--- config.mk ---
export PLATFORM = sky130hd
export DESIGN_NAME = aes_selftest_ctrl_flat
export DESIGN_NICKNAME = d
export VERILOG_FILES = /design/src/rtl/aes_selftest_pkg.sv /design/src/rtl/aes_selftest_ctrl_if.sv /design/src/rtl/aes_selftest_ctrl_btn_debounce.sv /design/src/rtl/aes_selftest_ctrl.sv /design/src/flat_wrapper.sv
export SDC_FILE = /design/constraint.sdc
export NUM_CORES = 1
export LEC_CHECK = 0
export ABC_CLOCK_PERIOD_IN_PS = 21100
export BUFFER_PORTS_ARGS = -buffer_cell sky130_fd_sc_hd__buf_2
export CORE_AREA = 2 2 210 212
export DETAILED_ROUTE_END_ITERATION = 7
export DIE_AREA = 0 0 212 214
export PLACE_DENSITY = 0.6
export REMOVE_ABC_BUFFERS = 1
export SYNTH_ARGS = -nofsm -noshare
export SYNTH_HDL_FRONTEND = slang
export SYNTH_SLANG_ARGS = --single-unit
--- constraint.sdc ---
create_clock -name clk -period 21.1 [get_ports clk]
set_clock_uncertainty 0.05 [all_clocks]
set_input_delay 0 -clock clk [delete_from_list [all_inputs] [get_ports clk]]
set_output_delay 0 -clock clk [all_outputs]
set_load 0.01 [all_outputs]
--- src/rtl/aes_selftest_pkg.sv ---
// Shared definitions for the AES known-answer self-test controller:
// the FSM state encoding and the known-answer vector ROM.
package aes_selftest_pkg;

  localparam int KAT_COUNT = 4;

  typedef enum logic [2:0] {
    ST_IDLE,
    ST_LOAD,
    ST_START,
    ST_WAIT_LO,
    ST_WAIT_HI,
    ST_CHECK,
    ST_NEXT,
    ST_DONE
  } state_t;

  // Vector 0: FIPS-197 C.1, 1: FIPS-197 appendix B, 2: all-zero key/pt,
  // 3: all-ones key with zero plaintext.
  function automatic logic [127:0] kat_key(input logic [1:0] vec);
    case (vec)
      2'd0:    kat_key = 128'h000102030405060708090a0b0c0d0e0f;
      2'd1:    kat_key = 128'h2b7e151628aed2a6abf7158809cf4f3c;
      2'd2:    kat_key = 128'h00000000000000000000000000000000;
      default: kat_key = 128'hffffffffffffffffffffffffffffffff;
    endcase
  endfunction

  function automatic logic [127:0] kat_pt(input logic [1:0] vec);
    case (vec)
      2'd0:    kat_pt = 128'h00112233445566778899aabbccddeeff;
      2'd1:    kat_pt = 128'h3243f6a8885a308d313198a2e0370734;
      2'd2:    kat_pt = 128'h00000000000000000000000000000000;
      default: kat_pt = 128'h00000000000000000000000000000000;
    endcase
  endfunction

  function automatic logic [127:0] kat_ct(input logic [1:0] vec);
    case (vec)
      2'd0:    kat_ct = 128'h69c4e0d86a7b0430d8cdb78070b4c55a;
      2'd1:    kat_ct = 128'h3925841d02dc09fbdc118597196a0b32;
      2'd2:    kat_ct = 128'h66e94bd4ef8a2c3b884cfa59ca342b2e;
      default: kat_ct = 128'ha1f6258c877d5fcd8964484538bfc92c;
    endcase
  endfunction

  // Op index layout: vector in [2:1], direction in [0] (0 = encrypt).
  function automatic logic [127:0] kat_op_data(input logic [2:0] op);
    return op[0] ? kat_ct(op[2:1]) : kat_pt(op[2:1]);
  endfunction

  function automatic logic [127:0] kat_op_expect(input logic [2:0] op);
    return op[0] ? kat_pt(op[2:1]) : kat_ct(op[2:1]);
  endfunction

endpackage

--- src/rtl/aes_selftest_ctrl_if.sv ---
// Bundle of buttons, AES core handshake and status signals of the
// self-test controller. master = controller side, slave = board/core side.
interface aes_selftest_ctrl_if;
  logic         btn_run;
  logic         btn_mode;
  logic [3:0]   vec_sel;
  logic         core_start;
  logic         core_enc_dec;
  logic [127:0] core_data;
  logic [127:0] core_key;
  logic [127:0] core_result;
  logic         core_ready;
  logic         sweep_mode;
  logic         busy;
  logic         done;
  logic         timeout;
  logic [3:0]   pass_cnt;
  logic [3:0]   fail_cnt;
  logic [3:0]   first_fail_idx;
  logic [127:0] last_result;

  modport master (
    input  btn_run, btn_mode, vec_sel, core_result, core_ready,
    output core_start, core_enc_dec, core_data, core_key,
    output sweep_mode, busy, done, timeout,
    output pass_cnt, fail_cnt, first_fail_idx, last_result
  );

  modport slave (
    output btn_run, btn_mode, vec_sel, core_result, core_ready,
    input  core_start, core_enc_dec, core_data, core_key,
    input  sweep_mode, busy, done, timeout,
    input  pass_cnt, fail_cnt, first_fail_idx, last_result
  );
endinterface

--- src/rtl/aes_selftest_ctrl_btn_debounce.sv ---
// Button debouncer: synchronises the raw input, samples it every
// 2^DB_BITS cycles and emits a one-cycle pulse on a sampled rising edge.
// Reset assumes the button is pressed, so a button held through reset
// must be released and pressed again before it produces a pulse.
module btn_debounce #(
  parameter int DB_BITS = 20
) (
  input  logic clk,
  input  logic rst,
  input  logic btn_i,
  output logic pulse_o
);

  logic [DB_BITS-1:0] div_q;
  logic [1:0]         sync_q;
  logic               stable_q;
  logic               pulse_q;
  logic               tick;

  assign tick    = &div_q;
  assign pulse_o = pulse_q;

  // Synchroniser, sample divider and sampled-edge pulse.
  always_ff @(posedge clk or posedge rst) begin
    if (rst) begin
      div_q    <= '0;
      sync_q   <= 2'b11;
      stable_q <= 1'b1;
      pulse_q  <= 1'b0;
    end else begin
      div_q   <= div_q + 1'b1;
      sync_q  <= {sync_q[0], btn_i};
      pulse_q <= 1'b0;
      if (tick) begin
        stable_q <= sync_q[1];
        pulse_q  <= sync_q[1] & ~stable_q;
      end
    end
  end

endmodule

--- src/rtl/aes_selftest_ctrl.sv ---
// AES known-answer self-test controller. Runs encrypt and decrypt of each
// ROM vector through an external AES core and tallies pass/fail.
// Optional watchdog on core operations: define AES_SELFTEST_TIMEOUT_EN.
//
// state    | meaning
// IDLE     | waiting for a run pulse after reset
// LOAD     | drive key/data/direction of the current op
// START    | one-cycle core_start pulse
// WAIT_LO  | wait for the core to drop ready
// WAIT_HI  | wait for ready, capture result
// CHECK    | compare result with expected value, update tallies
// NEXT     | advance op or finish
// DONE     | run complete, results held until the next run
module aes_selftest_ctrl
  import aes_selftest_pkg::*;
#(
  parameter int NUM_VEC = 4,
  parameter int DB_BITS = 20,
  parameter int TIMEOUT = 64
) (
  input logic                clk,
  input logic                rst,
  aes_selftest_ctrl_if.master bus
);

  if (NUM_VEC < 1 || NUM_VEC > KAT_COUNT || TIMEOUT < 1) begin : g_bad_param
    $error("aes_selftest_ctrl: NUM_VEC must be 1..KAT_COUNT and TIMEOUT >= 1");
  end

  localparam logic [1:0] VEC_MAX = 2'(NUM_VEC - 1);
  localparam logic [2:0] OP_MAX  = 3'(2 * NUM_VEC - 1);

  state_t       state_q;
  logic [2:0]   op_q, op_last_q;
  logic [1:0]   vec_d;
  logic [2:0]   first_op_d, last_op_d;
  logic         run_pulse, mode_pulse, wd_expired;
  logic         start_q, enc_q, sweep_q, busy_q, done_q, timeout_q;
  logic [127:0] data_q, key_q, last_result_q;
  logic [3:0]   pass_q, fail_q, ffi_q;

  btn_debounce #(.DB_BITS(DB_BITS)) u_db_run (
    .clk(clk), .rst(rst), .btn_i(bus.btn_run), .pulse_o(run_pulse)
  );

  btn_debounce #(.DB_BITS(DB_BITS)) u_db_mode (
    .clk(clk), .rst(rst), .btn_i(bus.btn_mode), .pulse_o(mode_pulse)
  );

  function automatic logic [3:0] sat_inc(input logic [3:0] v);
    return (v == 4'hF) ? v : v + 4'd1;
  endfunction

  // Op range of the next run; single mode clamps vec_sel to the last vector.
  always_comb begin
    vec_d      = (bus.vec_sel > {2'b00, VEC_MAX}) ? VEC_MAX : bus.vec_sel[1:0];
    first_op_d = sweep_q ? 3'd0 : {vec_d, 1'b0};
    last_op_d  = sweep_q ? OP_MAX : {vec_d, 1'b1};
  end

`ifdef AES_SELFTEST_TIMEOUT_EN
  localparam int WD_W = $clog2(TIMEOUT + 1);
  logic [WD_W-1:0] wd_q;

  // Watchdog down-counter, reloaded at START and spanning both wait states.
  always_ff @(posedge clk or posedge rst) begin
    if (rst) begin
      wd_q <= '0;
    end else if (state_q == ST_START) begin
      wd_q <= WD_W'(TIMEOUT - 1);
    end else if ((state_q == ST_WAIT_LO || state_q == ST_WAIT_HI) && wd_q != '0) begin
      wd_q <= wd_q - 1'b1;
    end
  end

  assign wd_expired = (state_q == ST_WAIT_LO || state_q == ST_WAIT_HI) && (wd_q == '0);
`else
  assign wd_expired = 1'b0;
`endif

  // Sequencing FSM with registered core drive and status outputs.
  always_ff @(posedge clk or posedge rst) begin
    if (rst) begin
      state_q       <= ST_IDLE;
      op_q          <= '0;
      op_last_q     <= '0;
      start_q       <= 1'b0;
      enc_q         <= 1'b0;
      sweep_q       <= 1'b0;
      busy_q        <= 1'b0;
      done_q        <= 1'b0;
      timeout_q     <= 1'b0;
      data_q        <= '0;
      key_q         <= '0;
      last_result_q <= '0;
      pass_q        <= '0;
      fail_q        <= '0;
      ffi_q         <= 4'hF;
    end else begin
      case (state_q)
        ST_IDLE, ST_DONE: begin
          if (mode_pulse) sweep_q <= ~sweep_q;
          if (run_pulse) begin
            pass_q    <= '0;
            fail_q    <= '0;
            done_q    <= 1'b0;
            timeout_q <= 1'b0;
            ffi_q     <= 4'hF;
            busy_q    <= 1'b1;
            op_q      <= first_op_d;
            op_last_q <= last_op_d;
            state_q   <= ST_LOAD;
          end
        end
        ST_LOAD: begin
          enc_q   <= ~op_q[0];
          data_q  <= kat_op_data(op_q);
          key_q   <= kat_key(op_q[2:1]);
          start_q <= 1'b1;
          state_q <= ST_START;
        end
        ST_START: begin
          start_q <= 1'b0;
          state_q <= ST_WAIT_LO;
        end
        ST_WAIT_LO: begin
          if (!bus.core_ready) begin
            state_q <= ST_WAIT_HI;
          end else if (wd_expired) begin
            fail_q    <= sat_inc(fail_q);
            timeout_q <= 1'b1;
            if (ffi_q == 4'hF) ffi_q <= {1'b0, op_q};
            state_q   <= ST_NEXT;
          end
        end
        ST_WAIT_HI: begin
          if (bus.core_ready) begin
            last_result_q <= bus.core_result;
            state_q       <= ST_CHECK;
          end else if (wd_expired) begin
            fail_q    <= sat_inc(fail_q);
            timeout_q <= 1'b1;
            if (ffi_q == 4'hF) ffi_q <= {1'b0, op_q};
            state_q   <= ST_NEXT;
          end
        end
        ST_CHECK: begin
          if (last_result_q == kat_op_expect(op_q)) begin
            pass_q <= sat_inc(pass_q);
          end else begin
            fail_q <= sat_inc(fail_q);
            if (ffi_q == 4'hF) ffi_q <= {1'b0, op_q};
          end
          state_q <= ST_NEXT;
        end
        ST_NEXT: begin
          if (op_q == op_last_q) begin
            busy_q  <= 1'b0;
            done_q  <= 1'b1;
            state_q <= ST_DONE;
          end else begin
            op_q    <= op_q + 3'd1;
            state_q <= ST_LOAD;
          end
        end
        default: state_q <= ST_IDLE;
      endcase
    end
  end

  assign bus.core_start     = start_q;
  assign bus.core_enc_dec   = enc_q;
  assign bus.core_data      = data_q;
  assign bus.core_key       = key_q;
  assign bus.sweep_mode     = sweep_q;
  assign bus.busy           = busy_q;
  assign bus.done           = done_q;
  assign bus.timeout        = timeout_q;
  assign bus.pass_cnt       = pass_q;
  assign bus.fail_cnt       = fail_q;
  assign bus.first_fail_idx = ffi_q;
  assign bus.last_result    = last_result_q;

endmodule

--- src/flat_wrapper.sv ---
// flat-port wrapper written by rule: the top's interface ports become plain ports
module aes_selftest_ctrl_flat import aes_selftest_pkg::*;
#(
  parameter int NUM_VEC = 4,
  parameter int DB_BITS = 20,
  parameter int TIMEOUT = 64
)
  (clk, rst, bus_btn_run, bus_btn_mode, bus_vec_sel, bus_core_result, bus_core_ready, bus_core_start, bus_core_enc_dec, bus_core_data, bus_core_key, bus_sweep_mode, bus_busy, bus_done, bus_timeout, bus_pass_cnt, bus_fail_cnt, bus_first_fail_idx, bus_last_result);
  aes_selftest_ctrl_if bus_i ();
  input logic clk;
  input logic rst;
  input wire logic [$bits(bus_i.btn_run)-1:0] bus_btn_run;
  input wire logic [$bits(bus_i.btn_mode)-1:0] bus_btn_mode;
  input wire logic [$bits(bus_i.vec_sel)-1:0] bus_vec_sel;
  input wire logic [$bits(bus_i.core_result)-1:0] bus_core_result;
  input wire logic [$bits(bus_i.core_ready)-1:0] bus_core_ready;
  output wire logic [$bits(bus_i.core_start)-1:0] bus_core_start;
  output wire logic [$bits(bus_i.core_enc_dec)-1:0] bus_core_enc_dec;
  output wire logic [$bits(bus_i.core_data)-1:0] bus_core_data;
  output wire logic [$bits(bus_i.core_key)-1:0] bus_core_key;
  output wire logic [$bits(bus_i.sweep_mode)-1:0] bus_sweep_mode;
  output wire logic [$bits(bus_i.busy)-1:0] bus_busy;
  output wire logic [$bits(bus_i.done)-1:0] bus_done;
  output wire logic [$bits(bus_i.timeout)-1:0] bus_timeout;
  output wire logic [$bits(bus_i.pass_cnt)-1:0] bus_pass_cnt;
  output wire logic [$bits(bus_i.fail_cnt)-1:0] bus_fail_cnt;
  output wire logic [$bits(bus_i.first_fail_idx)-1:0] bus_first_fail_idx;
  output wire logic [$bits(bus_i.last_result)-1:0] bus_last_result;
  assign bus_i.btn_run = bus_btn_run;
  assign bus_i.btn_mode = bus_btn_mode;
  assign bus_i.vec_sel = bus_vec_sel;
  assign bus_i.core_result = bus_core_result;
  assign bus_i.core_ready = bus_core_ready;
  assign bus_core_start = bus_i.core_start;
  assign bus_core_enc_dec = bus_i.core_enc_dec;
  assign bus_core_data = bus_i.core_data;
  assign bus_core_key = bus_i.core_key;
  assign bus_sweep_mode = bus_i.sweep_mode;
  assign bus_busy = bus_i.busy;
  assign bus_done = bus_i.done;
  assign bus_timeout = bus_i.timeout;
  assign bus_pass_cnt = bus_i.pass_cnt;
  assign bus_fail_cnt = bus_i.fail_cnt;
  assign bus_first_fail_idx = bus_i.first_fail_idx;
  assign bus_last_result = bus_i.last_result;
  aes_selftest_ctrl #(.NUM_VEC(NUM_VEC), .DB_BITS(DB_BITS), .TIMEOUT(TIMEOUT)) u_core (.clk(clk), .rst(rst), .bus(bus_i));
endmodule
==> reports/qor.txt, run 1 <==
Clock Latency Late Sink: 0.58 ns
Die ar.: 45400 um2
CTS-repair resized insts: 0
Critical Path RT: 21.52 ns
Slew at the pin closest to its max-slew limit: 1.15 ns
Max-slew violation count: 0
Count of cell types in the netlist: 77
GRT overflow: 0
Initial antenna violation count: 3
Yosys warnings: 0
Area grow syn2layout: 29.0%
Post-route DRC violation count: 0
Ys flop type: dfrtp_1
Clock root cell: clkbuf_16
Buffer and inverter count on the worst path: 1
Delay of the slowest critical-path stage: 0.78 ns
Largest fanout on the critical path: 34
Via Count: 12528
Hold_ws: 0.0434 ns
Yosys reg bits: 260
DR WL/cell: 20.8 um
Hold WC Path Type: in2reg
Global placement routability congestion: 0.886
Rel. slew slack: 23.4%
First-pass GRT wire length: 76300 um
Cell family with most CP delay: simple AND/OR/NAND/NOR gates
CP Class: reg2reg
Setup TNS: 0 ns
CTS Buffer Depth: 3
Vias in the first global route: 12337
Critical path's slowest cell: nor3b_2
CTS Buf Count: 30
Simple-Gate Fraction of Synth Area: 12.4%
CP Data Arrival Time: 4.99 ns
RSZ-0062 raised after global routing: no
CTS sink cnt: 260
FFs w/ async S/R, synth: 100%
Worst-path clk slew: 0.06 ns
Static Leak: 8.76 nW
Final hold vios: 0
Die X: 212 um
Crit path time final: 4.58 ns
Cell count after placement: 2282
Sequential area share after synthesis: 45.4%
Number of DRC markers in iteration 0: 694
Post-CTS Setup Bufs: 0
Post-Synth Adder-Cell Area: 1.31%
Mapped cell area: 14400 um2
Worst setup SP type: flip-flop
Drt total wl: 51800 um
# setup viols final: 0
Std-Cell Rows: 76
Max-Cap Viols: 0
Status: complete, no violations
XOR/XNOR Fraction of Synth Area: 4.45%
Antenna-violating nets left: 0
Num ports: 539
Util after Layout: 43.2%
Worst ir drop on vdd: 0.0796 mV
Fraction of synthesized area in multiplexers: 9.95%
FMAX: 218 MHz
H-tree Lvls: 1
Syn Area/Cell: 10.1 um2
EDFF count, synth: 0
Post-cts hold buffer count: 151
Post-DP HPWL: 37800 um
Largest family of logic cells by synthesized area: buffers and inverters
Crit-path cells: inv_1 -> ha_2 -> nor3b_2 -> o221ai_1 -> a211oi_1 -> nand4_1 -> nor4_1 -> nand4_2 -> and2_1 -> mux2_2
GRT Overall Usage: 22.0%
Core Box Area: 42900 um2
Die Ht: 214 um
NumNets Final: 2032
CTS tree: yes
Largest net degree at the start of global routing: 120
DRT Pass-1 Iters: 5
Synth Area in Compound Gates: 12.9%
Layout cells sized above 1: 38.6%
Syn Inst Count: 1422
Crit end category: flip-flop
Non-Filler Instances: 2488
Buffers added on ports: 532
Vias per Instance: 5.04
Final period util: 21.7%
PwrDens: 152 nW/um2
Initial Utilization: 33.5%
[cell families (layout without fill, tap and decap cells)]
| logic type | count (synthesis) | after routing |
|---|---|---|
| other | 1 | 8 |
| adder cells (fa/ha/maj) | 15 | 15 |
| buffers and inverters | 307 | 781 |
| XOR/XNOR | 73 | 73 |
| AND/OR/NAND/NOR | 358 | 358 |
| flip-flops | 260 | 260 |
| multiplexers | 128 | 128 |
| AO/OA/AOI/OAI | 280 | 280 |
[flip-flops by register name, indices dropped and copies added, names as in the netlist, 2 cells and up]
register / cells
u_core.op_last_q: 3
u_core.u_db_run.sync_q: 2
u_core.bus.core_key: 4
u_core.op_q: 3
u_core.bus.fail_cnt: 4
u_core.u_db_run.div_q: 20
u_core.bus.core_data: 54
u_core.bus.pass_cnt: 4
u_core.u_db_mode.div_q: 20
u_core.u_db_mode.sync_q: 2
u_core.bus.last_result: 128
u_core.bus.first_fail_idx: 4
u_core.state_q: 3
[layer usage]
| metal | track usage, % | vias to the layer above | share of wire, % |
|---|---|---|---|
| met4 | 9.23 | 2 | 4.3 |
| met5 | 0 | - | 0.025 |
| met1 | 26.1 | 6159 | 39 |
| met2 | 39.2 | 542 | 51 |
| met3 | 3.71 | 122 | 5.7 |
| li1 | - | 5703 | - |
[area by class of cell]
cell class,instances,area (um2)
flip-flops and latches,260,6520
clock inverters,10,93.8
inverters,35,139
well taps,585,732
fillers,4093,24400
repair buffers,693,4250
clock buffers,43,850
diodes,2,5.00
multi-input cells,860,5930
[worst register-to-register path: cells and delay by family (launching register included)]
family | cells | cell delay [ns]
compound gates | 2 | 0.52
fa+ha+maj | 1 | 0.48
buf+inv | 1 | 0.25
flops | 1 | 0.75
mux | 1 | 0.26
simple gates | 5 | 2.15
[power breakdown]
group	leakage, nW	total [mW]	internal, mW	switching [mW]
combinational	5.07	1.30	0.571	0.728
sequential	3.23	1.01	0.677	0.335
clock	0.456	0.502	0.290	0.211
total	8.76	2.81	1.54	1.27
[placed cells by master, fill, tap and decap left out, types with 30 or more instances in the layout]
| cell type | n |
|---|---|
| o21ai_0 | 100 |
| nand3_1 | 34 |
| nand2_1 | 131 |
| dfrtp_1 | 248 |
| xnor2_1 | 59 |
| clkbuf_16 | 30 |
| buf_2 | 532 |
| dlygate4sd3_1 | 151 |
| mux2_2 | 117 |
| nor2_1 | 62 |
| a21oi_1 | 35 |
| inv_1 | 34 |
[metrics by stage]
step | setup WS, ns | total power, mW | cell area (um2)
finish | 16.52 | 2.81 | 18500
global route | 16.12 | 2.99 | 18500
CTS | 16.55 | 2.83 | 18500
detailed placement | 16.56 | 2.28 | 16100
global placement | 16.71 | 2.27 | 16100
floorplan | 6.55 | 1.61 | 12600
[synth_stat cells (all sizes together), types with 3 or more instances]
cell / number / share of area [%]
xor2: 14 / 0.85
clkbuf: 42 / 1.1
or2: 3 / 0.13
o22ai: 10 / 0.44
a21oi: 35 / 1.2
inv: 35 / 0.92
o221ai: 4 / 0.24
a211oi: 12 / 0.66
a32oi: 4 / 0.24
o2111ai: 7 / 0.43
mux2: 117 / 9.2
and4: 7 / 0.43
nor2b: 17 / 0.74
a22oi: 6 / 0.31
a2111oi: 10 / 0.74
o211ai: 15 / 0.78
a21o: 5 / 0.26
and3b: 3 / 0.18
a31oi: 22 / 1.1
nor2: 62 / 1.6
nor3b: 4 / 0.21
o32ai: 3 / 0.18
dfstp: 10 / 1.8
a22o: 9 / 0.55
or4: 4 / 0.24
nand2: 132 / 3.5
mux2i: 11 / 0.77
buf: 230 / 12
nand4: 16 / 0.74
ha: 15 / 1.3
nand3: 34 / 1.2
o21a: 3 / 0.16
o21ai: 101 / 3.5
and2: 9 / 0.39
nand2b: 13 / 0.57
xnor2: 59 / 3.6
o31ai: 8 / 0.42
a2bb2oi: 4 / 0.24
nor4: 8 / 0.45
nor4b: 3 / 0.23
nor3: 19 / 0.66
dfrtp: 250 / 44
and3: 9 / 0.39
or3: 8 / 0.35
nand3b: 3 / 0.16
[worst paths after layout]
| check | start | to | slack (ns) | cells past startpoint |
|---|---|---|---|---|
| setup reg to reg | u_core.op_q[2] | u_core.bus.fail_cnt[0] | 16.52 | 10 |
| setup / recovery | u_core.op_q[2] | u_core.bus.fail_cnt[0] | 16.52 | 10 |
| hold / removal | bus_vec_sel[3] | u_core.op_q[2] | 0.04 | 5 |
| max in group asynchronous | rst | u_core.bus.core_key[126] | 19.38 | 4 |
| min in group asynchronous | rst | u_core.u_db_mode.div_q[6] | 0.08 | 3 |
| hold reg to reg | u_core.u_db_mode.sync_q[0] | u_core.u_db_mode.sync_q[1] | 0.31 | 0 |
Note: power is estimated with default switching activity, not from simulation.
==> run 2: changes to the inputs <==
--- a/config.mk
+++ b/config.mk
@@ -5,12 +5,13 @@
 export SDC_FILE = /design/constraint.sdc
 export NUM_CORES = 1
 export LEC_CHECK = 0
-export ABC_CLOCK_PERIOD_IN_PS = 21100
+export ABC_AREA = 1
+export ABC_CLOCK_PERIOD_IN_PS = 4000
 export BUFFER_PORTS_ARGS = -buffer_cell sky130_fd_sc_hd__buf_2
-export CORE_AREA = 2 2 210 212
+export CORE_AREA = 2 2 207 209
 export DETAILED_ROUTE_END_ITERATION = 7
-export DIE_AREA = 0 0 212 214
-export PLACE_DENSITY = 0.6
+export DIE_AREA = 0 0 209 211
+export PLACE_DENSITY = 0.62
 export REMOVE_ABC_BUFFERS = 1
 export SYNTH_ARGS = -nofsm -noshare
 export SYNTH_HDL_FRONTEND = slang
==> constraint.sdc (replaced) <==
create_clock -name clk -period 4 [get_ports clk]
set_clock_uncertainty 0.05 [all_clocks]
set_input_delay 0 -clock clk [delete_from_list [all_inputs] [get_ports clk]]
set_output_delay 0 -clock clk [all_outputs]
set_load 0.01 [all_outputs]
==> run 2 against run 1 <==
Against the previous run:
- non-clock buffer count is 15 lower
- maximum frequency is 28% higher
- first-iteration DRC count is 15% higher
- sequential share of layout area is 0.90 points higher
- critical endpoint is now u_core.bus.first_fail_idx[0]
==> reports/qor.txt, run 2 <==
Hold WC Path Type: in2reg
Final period util: 89.2% (+67 points)
Post-Synth Adder-Cell Area: 1.35% (+0.040 points)
Crit path launch: u_core.op_q[1]
FMAX: 280 MHz (+28%)
Std-Cell Rows: 75 (-1.3%)
Buffers added on ports: 532 (unchanged)
Die Ht: 211 um (-1.4%)
H-tree Lvls: 1 (unchanged)
Post-route DRC violation count: 0 (unchanged)
Clock Latency Late Sink: 0.58 ns (about the same)
Post-cts hold buffer count: 136 (-9.9%)
NumNets Final: 2298 (+13%)
Initial Utilization: 33.3% (-0.13 points)
Commonest non-fill, non-tap cell in the layout: buf_2
Top cell type's share of synthesized area: 44.9% (+1.3 points)
GRT Overall Usage: 21.9% (-0.12 points)
Synth top area cells: dfrtp_1 (45%), buf_4 (11%), nand2_1 (11%)
FFs w/ async S/R, synth: 100% (unchanged)
Antenna Cells: 0 (-2)
Max-slew violation count: 0 (unchanged)
Post-DP HPWL: 36900 um (-2.4%)
Die ar.: 44100 um2 (-2.8%)
CTS Buf Count: 31 (+3.3%)
Vias per Instance: 4.69 (-6.8%)
CTS sink cnt: 260 (unchanged)
Worst r2r src: u_core.op_q[1]
Core Box Area: 41800 um2 (-2.6%)
Count of cell types in the netlist: 39 (-49%)
Via Count: 12697 (+1.3%)
Non-Filler Instances: 2706 (+8.8%)
# setup viols final: 0 (unchanged)
Syn Area/Cell: 8.32 um2 (-18%)
Worst ir drop on vdd: 0.388 mV (+390%)
Synth Area in Compound Gates: 5.40% (-7.5 points)
Die X: 209 um (-1.4%)
GRT overflow: 0 (unchanged)
Crit path time final: 3.57 ns (-1.01 ns)
FILL cells: 4102 (+0.22%)
First-pass GRT wire length: 74500 um (-2.5%)
Drt total wl: 49400 um (-4.8%)
Yosys warnings: 0 (unchanged)
Clock root cell: clkbuf_16
Largest register FFs: 128 (unchanged)
Critical Path RT: 4.46 ns (-17.06 ns)
Mapped cell area: 13900 um2 (-3.0%)
Final hold vios: 0 (unchanged)
Syn Inst Count: 1674 (+18%)
CTS Buffer Depth: 3 (unchanged)
Antenna-violating nets left: 0 (unchanged)
Leading area contributor after synthesis: dfrtp_1
Most frequent cells after synthesis: nand2_1 (403), dfrtp_1 (250), buf_4 (203)
Vias in the first global route: 12568 (+1.9%)
Reg2Reg Setup Slack: 0.43 ns (-16.09 ns)
Util after Layout: 43.2% (about the same)
Fraction of synthesized area in multiplexers: 4.04% (-5.9 points)
Worst-path clk slew: 0.06 ns (about the same)
XOR/XNOR Fraction of Synth Area: 3.40% (-1.1 points)
PwrDens: 807 nW/um2 (+430%)
Worst setup SP type: flip-flop
Ys flop type: dfrtp_1
Sequential area share after synthesis: 46.8% (+1.4 points)
Rel. slew slack: 28.1% (+4.7 points)
Min-delay src: bus_btn_run
DR WL/cell: 18.2 um (-12%)
Static Leak: 9.90 nW (+13%)
Num ports: 539 (unchanged)
Global placement routability congestion: 0.920 (+3.8%)
Number of DRC markers in iteration 0: 800 (+15%)
Status: complete, no violations
Count leader, synth: nand2_1
CP Data Arrival Time: 4.02 ns (-0.97 ns)
Slew at the pin closest to its max-slew limit: 1.08 ns (-0.0704 ns)
CP Class: reg2reg
Setup TNS: 0 ns (unchanged)
Simple-Gate Fraction of Synth Area: 23.0% (+11 points)
Largest family of logic cells by synthesized area: simple AND/OR/NAND/NOR gates
CTS tree: yes
RSZ-0062 raised after global routing: no
Max-Cap Viols: 0 (unchanged)
Most frequent cells in the layout: buf_2 (532), nand2_1 (403), dfrtp_1 (250)
EDFF count, synth: 0 (unchanged)
CTS-repair resized insts: 0 (unchanged)
Post-CTS Setup Bufs: 0 (unchanged)
Crit end category: flip-flop
Yosys reg bits: 260 (unchanged)
Initial antenna violation count: 0 (-3)
Largest fanout on the critical path: 22 (-35%)
Hold_ws: 0.0327 ns (-0.0107 ns)
DRT Pass-1 Iters: 5 (unchanged)
Area grow syn2layout: 29.6%
Layout cells sized above 1: 31.2% (-7.3 points)
Largest net degree at the start of global routing: 138 (+15%)
Cell count after placement: 2516 (+10%)
run 2: stage by stage:
step,power (mW),setup WS (ns),cell area [um2]
after floorplan,8.30,-3.19,12200
after global placement,11.7,0.558,15700
after detailed placement,11.7,0.429,15700
after CTS,14.7,0.411,18000
after global routing,15.6,0.0795,18000
final,14.6,0.433,18000
run 2: layer usage:
| metal | wire [um] | GRT usage (%) | up-vias |
|---|---|---|---|
| li1 | - | - | 6053 |
| met2 | 25300 | 40.3 | 485 |
| met3 | 2600 | 3.70 | 111 |
| met4 | 1780 | 7.51 | 0 |
| met5 | 0 | 0 | - |
| met1 | 19600 | 25.8 | 6048 |
run 2: area by class of cell:
type | instances | area [um2] | area share [%]
Clock buffer | 37 | 798 | 4.42
Clock inverter | 17 | 178 | 0.985
Inverter | 142 | 541 | 3.00
Multi-Input combinational cell | 1033 | 5210 | 28.9
Sequential cell | 260 | 6520 | 36.1
Tap cell | 539 | 674 | 3.74
Timing Repair Buffer | 678 | 4120 | 22.9
run 2: critical path, stage by stage, from the launching register on:
cell,delay (ns)
dfrtp_1,0.62
inv_1,0.25
ha_1,0.41
nand2_1,0.64
nand2_1,0.29
xor2_1,0.19
nand2_1,0.07
nor2_1,0.10
nand2_1,0.05
nor2_1,0.08
nand2_1,0.06
nor2_2,0.20
nand2_2,0.19
nand2_4,0.13
nand2_1,0.06
o21ai_1,0.08
run 2: logic make-up after synthesis:
kind of cell             after synthesis
flip-flops                           260
AND/OR/NAND/NOR                      762
multiplexers                          50
adder cells (fa/ha/maj)               15
XOR/XNOR                              54
AO/OA/AOI/OAI                        146
buffers and inverters                386
other                                  1
run 2: final timing paths:
check                                                     to  cells after the start
worst max-delay path            u_core.bus.first_fail_idx[0]                     15
worst min-delay path               u_core.u_db_run.sync_q[0]                      2
worst max register to register  u_core.bus.first_fail_idx[0]                     15
worst min register to register     u_core.u_db_run.sync_q[1]                      0
max in group asynchronous        u_core.bus.last_result[121]                      4
min in group asynchronous         u_core.bus.last_result[48]                      3
run 2: where the power goes:
group	leakage [nW]	internal [mW]	total (mW)	switching (mW)
Combinational	6.31	2.66	7.10	4.43
Sequential	3.12	3.59	4.69	1.10
Clock	0.472	1.61	2.78	1.17
